`src/rtl/ps2_host_tx.sv`:
```
// PS/2 host-to-device transmitter: frames one CPU command byte onto the
// open-drain clk/data pair, then reports ack (tx_ok) or failure (tx_err).
module ps2_host_tx #(
    parameter int unsigned INHIBIT_CYCLES = 5000,
    parameter int unsigned TIMEOUT_CYCLES = 750000
) (
    input  logic       clki,
    input  logic       rst_in,
    input  logic [7:0] wr_data,
    input  logic       wr_en,
    input  logic       ps2_clk_in,
    input  logic       ps2_data_in,
    output logic       ps2_clk_oe,
    output logic       ps2_data_oe,
    output logic       busy,
    output logic       tx_ok,
    output logic       tx_err
);

    localparam int unsigned TO_W  = $clog2(TIMEOUT_CYCLES + 1);
    localparam int unsigned INH_W = $clog2(INHIBIT_CYCLES + 1);
    localparam int unsigned CNT_W = (TO_W > INH_W) ? TO_W : INH_W;
    localparam int unsigned IDX_W = 4;

    localparam logic [CNT_W-1:0] INH_END  = CNT_W'(INHIBIT_CYCLES);
    localparam logic [CNT_W-1:0] INH_LAST = CNT_W'(INHIBIT_CYCLES - 1);
    localparam logic [CNT_W-1:0] TO_END   = CNT_W'(TIMEOUT_CYCLES);
    localparam logic [IDX_W-1:0] IDX_PAR  = IDX_W'(8);

    typedef enum logic [2:0] {
        S_IDLE,
        S_INHIBIT,
        S_REQ,
        S_DATA,
        S_STOP,
        S_ACK,
        S_WAIT_IDLE
    } state_e;

    state_e           state_q, state_d;
    logic [CNT_W-1:0] cnt_q, cnt_d;
    logic [IDX_W-1:0] idx_q, idx_d;
    logic [7:0]       byte_q, byte_d;
    logic             par_q, par_d;
    logic             clk_oe_q, clk_oe_d;
    logic             data_oe_q, data_oe_d;
    logic             busy_q, busy_d;
    logic             ok_q, ok_d;
    logic             err_q, err_d;

    logic             clk_meta_q, clk_sync_q, clk_prev_q;
    logic             data_meta_q, data_sync_q;
    logic             wr_prev_q;

    logic             fe;
    logic             wr_rise;
    logic             expired;
    logic [CNT_W-1:0] cnt_inc;

    // Line synchronizers; reset to the released (high) level so no false edge appears.
    always_ff @(posedge clki or negedge rst_in) begin
        if (!rst_in) begin
            clk_meta_q  <= 1'b1;
            clk_sync_q  <= 1'b1;
            clk_prev_q  <= 1'b1;
            data_meta_q <= 1'b1;
            data_sync_q <= 1'b1;
            wr_prev_q   <= 1'b0;
        end else begin
            clk_meta_q  <= ps2_clk_in;
            clk_sync_q  <= clk_meta_q;
            clk_prev_q  <= clk_sync_q;
            data_meta_q <= ps2_data_in;
            data_sync_q <= data_meta_q;
            wr_prev_q   <= wr_en;
        end
    end

    assign fe      = clk_prev_q & ~clk_sync_q;
    assign wr_rise = wr_en & ~wr_prev_q;

    always_ff @(posedge clki or negedge rst_in) begin
        if (!rst_in) begin
            state_q   <= S_IDLE;
            cnt_q     <= '0;
            idx_q     <= '0;
            byte_q    <= '0;
            par_q     <= 1'b0;
            clk_oe_q  <= 1'b0;
            data_oe_q <= 1'b0;
            busy_q    <= 1'b0;
            ok_q      <= 1'b0;
            err_q     <= 1'b0;
        end else begin
            state_q   <= state_d;
            cnt_q     <= cnt_d;
            idx_q     <= idx_d;
            byte_q    <= byte_d;
            par_q     <= par_d;
            clk_oe_q  <= clk_oe_d;
            data_oe_q <= data_oe_d;
            busy_q    <= busy_d;
            ok_q      <= ok_d;
            err_q     <= err_d;
        end
    end

    // Next-state and registered-output logic; oe values always match the state they enter.
    always_comb begin
        state_d   = state_q;
        cnt_d     = cnt_q;
        idx_d     = idx_q;
        byte_d    = byte_q;
        par_d     = par_q;
        clk_oe_d  = clk_oe_q;
        data_oe_d = data_oe_q;
        busy_d    = busy_q;
        ok_d      = ok_q;
        err_d     = err_q;
        cnt_inc   = cnt_q + CNT_W'(1);
        expired   = (cnt_inc == TO_END);

        case (state_q)
            S_IDLE: begin
                clk_oe_d  = 1'b0;
                data_oe_d = 1'b0;
                busy_d    = 1'b0;
                cnt_d     = '0;
                if (wr_rise) begin
                    state_d   = S_INHIBIT;
                    byte_d    = wr_data;
                    par_d     = ~^wr_data;
                    ok_d      = 1'b0;
                    err_d     = 1'b0;
                    busy_d    = 1'b1;
                    clk_oe_d  = 1'b1;
                    data_oe_d = (INH_LAST == '0);
                end
            end

            S_INHIBIT: begin
                cnt_d = cnt_inc;
                if (cnt_inc >= INH_LAST) begin
                    data_oe_d = 1'b1;
                end
                if (cnt_inc == INH_END) begin
                    state_d   = S_REQ;
                    cnt_d     = '0;
                    clk_oe_d  = 1'b0;
                    data_oe_d = 1'b1;
                end
            end

            S_REQ: begin
                cnt_d = cnt_inc;
                if (fe) begin
                    state_d = S_DATA;
                    idx_d   = '0;
                    cnt_d   = '0;
                end else if (expired) begin
                    state_d   = S_IDLE;
                    cnt_d     = '0;
                    clk_oe_d  = 1'b0;
                    data_oe_d = 1'b0;
                    busy_d    = 1'b0;
                    ok_d      = 1'b0;
                    err_d     = 1'b1;
                end
            end

            S_DATA: begin
                cnt_d = cnt_inc;
                if (fe) begin
                    cnt_d = '0;
                    if (idx_q == IDX_PAR) begin
                        data_oe_d = ~par_q;
                        state_d   = S_STOP;
                    end else begin
                        data_oe_d = ~byte_q[idx_q[2:0]];
                        idx_d     = idx_q + IDX_W'(1);
                    end
                end else if (expired) begin
                    state_d   = S_IDLE;
                    cnt_d     = '0;
                    clk_oe_d  = 1'b0;
                    data_oe_d = 1'b0;
                    busy_d    = 1'b0;
                    ok_d      = 1'b0;
                    err_d     = 1'b1;
                end
            end

            S_STOP: begin
                cnt_d = cnt_inc;
                if (fe) begin
                    state_d   = S_ACK;
                    cnt_d     = '0;
                    data_oe_d = 1'b0;
                end else if (expired) begin
                    state_d   = S_IDLE;
                    cnt_d     = '0;
                    clk_oe_d  = 1'b0;
                    data_oe_d = 1'b0;
                    busy_d    = 1'b0;
                    ok_d      = 1'b0;
                    err_d     = 1'b1;
                end
            end

            S_ACK: begin
                cnt_d = cnt_inc;
                if (fe) begin
                    state_d = S_WAIT_IDLE;
                    cnt_d   = '0;
                    ok_d    = ~data_sync_q;
                    err_d   = data_sync_q;
                end else if (expired) begin
                    state_d   = S_IDLE;
                    cnt_d     = '0;
                    clk_oe_d  = 1'b0;
                    data_oe_d = 1'b0;
                    busy_d    = 1'b0;
                    ok_d      = 1'b0;
                    err_d     = 1'b1;
                end
            end

            // Device may still hold the lines after its ack; stay busy until both float high.
            S_WAIT_IDLE: begin
                cnt_d = cnt_inc;
                if (clk_sync_q && data_sync_q) begin
                    state_d = S_IDLE;
                    cnt_d   = '0;
                    busy_d  = 1'b0;
                end else if (expired) begin
                    state_d = S_IDLE;
                    cnt_d   = '0;
                    busy_d  = 1'b0;
                    ok_d    = 1'b0;
                    err_d   = 1'b1;
                end
            end

            default: begin
                state_d   = S_IDLE;
                cnt_d     = '0;
                clk_oe_d  = 1'b0;
                data_oe_d = 1'b0;
                busy_d    = 1'b0;
            end
        endcase
    end

    assign ps2_clk_oe  = clk_oe_q;
    assign ps2_data_oe = data_oe_q;
    assign busy        = busy_q;
    assign tx_ok       = ok_q;
    assign tx_err      = err_q;

endmodule

```
`config.mk`:
```
export PLATFORM = sky130hd
export DESIGN_NAME = ps2_host_tx
export DESIGN_NICKNAME = d
export VERILOG_FILES = /design/src/rtl/ps2_host_tx.sv
export SDC_FILE = /design/constraint.sdc
export NUM_CORES = 1
export LEC_CHECK = 0
export ABC_CLOCK_PERIOD_IN_PS = 2800
export CELL_PAD_IN_SITES_DETAIL_PLACEMENT = 1
export CELL_PAD_IN_SITES_GLOBAL_PLACEMENT = 2
export CORE_MARGIN = 3
export CORE_UTILIZATION = 35
export DETAILED_ROUTE_END_ITERATION = 16
export GPL_ROUTABILITY_DRIVEN = 0
export GPL_TIMING_DRIVEN = 0
export PLACE_DENSITY_LB_ADDON = 0.1
export SLEW_MARGIN = 20
export SYNTH_ARGS = -nofsm -noshare
export SYNTH_HDL_FRONTEND = slang
export SYNTH_SLANG_ARGS = --single-unit
```
`constraint.sdc`:
```
create_clock -name clki -period 2.8 [get_ports clki]
set_input_delay 0.56 -clock clki [delete_from_list [all_inputs] [get_ports clki]]
set_output_delay 0.56 -clock clki [all_outputs]
set_load 0.01 [all_outputs]
```
==> flow_summary.yaml, run 1 <==
min_path:
  hp-class: "in -> async"
clock_network:
  cts_made_buffers: 5
  htree_levels: 2
  clockBufferDepth: 2
  clkLatencyLatePin_ns: 0.31
  tritoncts: "built"
  clock_sinks: 47
  clk_pin_slew_ns: 0.11
  clockRootBuffer: "clkbuf_8"
  ctsHoldBuffers: 0
detailed_routing:
  wl_per_cell_um: 17.09
  antenna_left: 0
  drt_iter0_drc: 81
  drc: 0
  drt_first_pass_iters: 4
  num_vias: 2631
  routed_wl_mm: 8.184
  vias_per_cell: 5.493
synth:
  synth_area_leader_cell: "dfrtp_1"
  synth_warnings: 0
  synth_edf_count: 0
  synth_cell_type_count: 68
  synthesis.area_um2: 3103
  syn_nets: 353
  synthArstFlopShare_pct: 100.0
  ys_seq_area_share_pct: 38.10
  syn_avg_cell_area_um2: 9.263
  ys.flop_type: "dfrtp_1"
  ys_ff_latch: 47
  netlist_instances: 335
  netlist.area_leader.share_pct: 33.87
  synth.area.top_cells: "dfrtp_1, xnor2_1, nor2_1"
placement:
  portBuffers: 17
  dp_hpwl_mm: 5.797
  placed_area_um2: 3402
  placed_cells: 457
die:
  die_h_um: 100.2
  start_util_pct: 36.84
  die_area_um2: 10030
  die_x_um: 100.2
  pin_count: 18
  num_rows: 33
  core_area_um2: 8423
worst_setup_path:
  path_class: "reg -> reg"
  crit_fanout: 7
  reg2reg_to: "busy"
  regToRegSetupSlack_ns: 0.12
  endpoint_kind: "register"
  startpoint_type: "register"
  reg2reg_from: "cnt_q[0]"
  worst_ep_required_time_ns: 2.98
  arrival_ns: 2.86
  reg2reg_depth: 9
global_route:
  grtUsageTotal_pct: 17.14
  grt_util_met3_pct: 2.502
  grt_pass1_vias: 2681
  use_met2_pct: 27.78
  grt_max_degree: 48
  grt_pass1_wl_mm: 13.84
  grt.overflow.total: 0
  met1_usage_pct: 24.47
  busiest_layer: "met2"
  antenna_found_initial: 0
timing:
  skew_ns: 0.007108
  maxClockFrequency_ghz: 0.3732
  totalNegativeSetupSlack_ns: 0
  setup_violations: 0
  fin_crit_sh_pct: 95.69
  worst_slew_pin_slew_ns: 0.7367
  finalHoldViolations: 0
  slew_headroom_pct: 50.51
  final_max_slew_viol_count: 0
  min_period_ns: 2.679
status:
  status: "completed"
pwr:
  power_density_nw_per_um2: 667.8
  p_leak_nw: 1.506
  ir_drop_v: 0.0003342
finish:
  ff_latch_area_um2: 1185
  areaGrowthSynthToFinish_pct: 21.57
  n_antenna_cell: 0
  instances_no_fill: 479
  fin_util_pct: 44.79
  fin_area_um2: 3772
  drive_above_1_share_pct: 22.99
  nets: 391
  multiInputGateArea_um2: 1892
  fillers: 981
run:
  maxCapViolCount: 0
==> placed cells by master, fill, tap and decap left out, types with 12 or more instances in the layout <==
master           netlist  layout
dfrtp_1               42      40
nor2_1                37      36
nand2_1               21      21
buf_4                  4      20
xnor2_1               18      18
clkdlybuf4s50_1        0      16
a21oi_1               14      14
o21ai_0               14      13
inv_1                 12      12
nand3_1               15      12
==> worst max-delay path, cell delays in order (launching register included) <==
cell     delay (ns)
dfrtp_2        0.47
ha_4           0.18
nand4_1        0.12
o32a_1         0.38
o22ai_2        0.26
nand3_2        0.12
buf_4          0.15
or4b_4         0.56
nor3_2         0.22
o21ai_1        0.08
==> state kept, by name, summed over array words and instances, names as in the netlist, 3 cells and up <==
| signal | count |
|---|---|
| byte_q | 8 |
| idx_q | 4 |
| cnt_q | 20 |
| state_q | 3 |
==> cell families (layout without fill, tap and decap cells) <==
| group | Yosys count | count (layout) | share of synthesized area [%] |
|---|---|---|---|
| compound gates | 71 | 71 | 15.65 |
| xor+xnor | 29 | 29 | 8.427 |
| fa+ha+maj | 5 | 5 | 2.016 |
| buf+inv | 34 | 73 | 5.201 |
| flops | 47 | 47 | 38.11 |
| mux | 14 | 14 | 5.686 |
| simple gates | 135 | 135 | 24.92 |
==> power breakdown <==
group	total, mW	internal, mW	leakage, nW	switching (mW)
sequential	0.941	0.820	0.606	0.120
combinational	1.03	0.468	0.841	0.566
clock	0.544	0.272	0.0587	0.273
==> how the worst max path moves through the flow <==
stage	slack, ns	cells past startpoint	to	from
floorplan	0.26	10	cnt_q[0]	cnt_q[0]
global placement	-0.55	10	cnt_q[0]	cnt_q[0]
detailed placement	-0.55	10	cnt_q[0]	cnt_q[0]
CTS	0.003	11	cnt_q[14]	cnt_q[3]
global route	-0.06	10	state_q[0]	cnt_q[0]
finish	0.12	9	busy	cnt_q[0]
==> repair_timing <==
action	in CTS	in global routing
pin swaps	3	10
gates resized for setup	11	19
setup endpoints to repair	28	22
buffers inserted	6	9
==> stage by stage <==
step                hold slack, ns  power (mW)  setup slack (ns)
floorplan                   0.2644       1.587            0.2568
global placement            0.3454       1.892           -0.5453
detailed placement          0.3473       1.898           -0.5481
CTS                         0.2874       2.500          0.003162
global route                0.3025       2.717          -0.06032
finish                      0.2630       2.519            0.1207
==> layout make-up <==
| type | instances | share of cell area [%] |
|---|---|---|
| Multi-Input combinational cell | 254 | 50.15 |
| Sequential cell | 47 | 31.41 |
| Timing Repair Buffer | 32 | 7.430 |
| Tap cell | 105 | 3.483 |
| Buffer | 20 | 3.151 |
| Clock buffer | 5 | 1.824 |
| Inverter | 13 | 1.294 |
| Clock inverter | 3 | 1.260 |
==> routing by layer <==
layer	wire [um]	share of wire, %	vias up
li1	-	-	1276
met3	195	2.4	6
met2	3831	47	30
met4	64	0.78	0
met1	4091	50	1319
met5	0	0	-
==> Yosys cell counts (all sizes together) (2+ instances only) <==
cell / n
a31oi: 4
dfstp: 5
o21a: 4
mux2i: 3
or3: 4
nand2: 21
nor4: 6
nor2b: 6
nand4: 10
a21boi: 3
buf: 11
a31o: 2
a211oi: 3
clkbuf: 10
dfrtp: 42
o221ai: 2
nand2b: 5
o211ai: 2
inv: 13
o31ai: 3
nand4b: 2
and2: 4
xnor2: 18
o22ai: 2
xor2: 11
o311ai: 2
o2111ai: 2
and3: 3
or2: 3
mux2: 9
o21ai: 16
nor2: 38
mux4: 2
a21oi: 15
nand3: 18
ha: 5
nor3: 9
Power figures use the tool's default switching activity.
==> run 2, diff against run 1 <==
--- a/config.mk
+++ b/config.mk
@@ -13,6 +13,7 @@
 export DETAILED_ROUTE_END_ITERATION = 16
 export GPL_ROUTABILITY_DRIVEN = 0
 export GPL_TIMING_DRIVEN = 0
+export HOLD_SLACK_MARGIN = 0.12
 export PLACE_DENSITY_LB_ADDON = 0.1
 export SLEW_MARGIN = 20
 export SYNTH_ARGS = -nofsm -noshare
==> results of run 2 <==
The final DEF is identical to that of run 1; final timing and power are the same.
==> run 3, diff against run 2 <==
--- a/config.mk
+++ b/config.mk
@@ -6,8 +6,8 @@
 export NUM_CORES = 1
 export LEC_CHECK = 0
 export ABC_CLOCK_PERIOD_IN_PS = 2800
-export CELL_PAD_IN_SITES_DETAIL_PLACEMENT = 1
-export CELL_PAD_IN_SITES_GLOBAL_PLACEMENT = 2
+export CELL_PAD_IN_SITES_DETAIL_PLACEMENT = 0
+export CELL_PAD_IN_SITES_GLOBAL_PLACEMENT = 1
 export CORE_MARGIN = 3
 export CORE_UTILIZATION = 35
 export DETAILED_ROUTE_END_ITERATION = 16
==> run 3 against run 2 <==
  * Critical path type unchanged
  * Cell count down 1.7%
  * Clock-buffer cell count unchanged
  * Combinational power fell by 5%
==> flow_summary.yaml, run 3 (synthesized netlist as in run 1, its figures left out) <==
global_route:
  grt_pass1_wl_mm: 12.57
  grt_max_degree: 48
  grt_pass1_vias: 2423
  met1_usage_pct: 23.44
  grt.overflow.total: 0
  use_met2_pct: 24.21
  antenna_found_initial: 0
  grtUsageTotal_pct: 15.68
  grt_util_met3_pct: 2.293
  busiest_layer: "met2"
finish:
  fin_area_um2: 3676
  max_flop_register: "cnt_q"
  n_antenna_cell: 0
  final_cell_mix: "dfrtp_1, nor2_1, nand2_1"
  drive_above_1_share_pct: 19.40
  largest_reg_flops: 20
  nets: 383
  fillers: 868
  ff_latch_area_um2: 1185
  layout_commonest_cell: "dfrtp_1"
  multiInputGateArea_um2: 1864
  instances_no_fill: 471
  areaGrowthSynthToFinish_pct: 18.47
  top_regs: "cnt_q (20), byte_q (8), idx_q (4)"
detailed_routing:
  wl_per_cell_um: 16.16
  num_vias: 2585
  drc: 0
  drt_iter0_drc: 130
  vias_per_cell: 5.488
  routed_wl_mm: 7.612
  antenna_left: 0
  drt_first_pass_iters: 4
timing:
  fin_crit_sh_pct: 97.43
  skew_ns: 0.01225
  final_max_slew_viol_count: 0
  worst_slew_pin_slew_ns: 0.7377
  slew_headroom_pct: 50.44
  totalNegativeSetupSlack_ns: 0
  maxClockFrequency_ghz: 0.3666
  fin_ws_ns: 0.07202
  setup_violations: 0
  min_period_ns: 2.728
  finalHoldViolations: 0
pwr:
  ir_drop_v: 0.0003830
  p_leak_nw: 1.465
  totalPowerFinal_mw: 2.457
  power_density_nw_per_um2: 668.3
worst_setup_path:
  endpoint_kind: "register"
  reg2reg_depth: 12
  reg2reg_to: "cnt_q[10]"
  path_cells: "buf_4, nand4_4, buf_4, or3_1, a31oi_4, o211ai_1, nor4_4, buf_6, nor2_2, a21oi_4, buf_6, nor2_1"
  regToRegSetupSlack_ns: 0.07
  worst_ep_required_time_ns: 2.99
  startpoint_type: "register"
  path_class: "reg -> reg"
  reg2reg_from: "cnt_q[3]"
  crit_slowest_cell: "or3_1"
  crit_fanout: 10
  critPathMaxStageDelay_ns: 0.35
  arrival_ns: 2.92
status:
  status: "completed"
min_path:
  hp-class: "in -> async"
clock_network:
  clkLatencyLatePin_ns: 0.31
  clock_sinks: 47
  htree_levels: 2
  clk_pin_slew_ns: 0.10
  ctsHoldBuffers: 0
  cts_made_buffers: 5
  clockBufferDepth: 2
  tritoncts: "built"
  clockRootBuffer: "clkbuf_8"
die:
  num_rows: 33
  pin_count: 18
  die_h_um: 100.2
  start_util_pct: 36.84
  die_area_um2: 10030
  die_x_um: 100.2
  core_area_um2: 8423
placement:
  placed_area_um2: 3402
  pre_cts_ws_ns: -0.5235
  placed_cells: 457
  dp_hpwl_mm: 5.476
  portBuffers: 17
run:
  maxCapViolCount: 0
==> run 3: worst max path at each step <==
stage / start / depth (start not counted) / slack, ns / to
after detailed placement: cnt_q[0] / 10 / -0.52 / cnt_q[0]
after global placement: cnt_q[0] / 10 / -0.57 / cnt_q[0]
after CTS: cnt_q[0] / 10 / 0.02 / cnt_q[10]
final: cnt_q[3] / 12 / 0.07 / cnt_q[10]
after floorplan: cnt_q[0] / 10 / 0.26 / cnt_q[0]
after global routing: cnt_q[3] / 12 / -0.03 / cnt_q[10]
==> run 3: metal layers <==
metal,share of wire (%),wire length (um)
met1,51,3875
met2,44,3312
met3,4.4,334
met4,1.2,89
met5,0,0
==> run 3: layout make-up <==
type | count | area share, %
multi-input combinational | 254 | 50.71
buffer | 21 | 3.131
inverter | 13 | 1.327
sequential | 47 | 32.23
timing repair buffer | 23 | 5.888
tap | 105 | 3.574
clock buffer | 5 | 1.872
clock inverter | 3 | 1.259
==> run 3: timing repair <==
action | CTS | global route
pin swaps | 2 | 6
cloned | 0 | 0
resized for setup | 8 | 16
setup buffers | 3 | 3
endpoints found under the setup margin | 28 | 25
==> run 3: critical path, delay by kind of cell (launching register included) <==
kind | cells | cell delay (ns)
flip-flops | 1 | 0.33
AND/OR/NAND/NOR | 5 | 0.96
AO/OA/AOI/OAI | 3 | 0.58
buffers and inverters | 4 | 0.75
==> run 3: power breakdown <==
part / switching (mW) / internal [mW]
Sequential: 0.127 / 0.820
Clock: 0.258 / 0.269
Combinational: 0.553 / 0.430
Total: 0.937 / 1.52
==> run 3: stage by stage <==
stage          hold slack, ns  util, %
3_3_place_gp           0.3460    40.42
3_5_place_dp           0.3472    40.39
4_1_cts                0.2810    42.45
2_1_floorplan          0.2644        -
6_report               0.2539    43.64
5_1_grt                0.3064    43.64
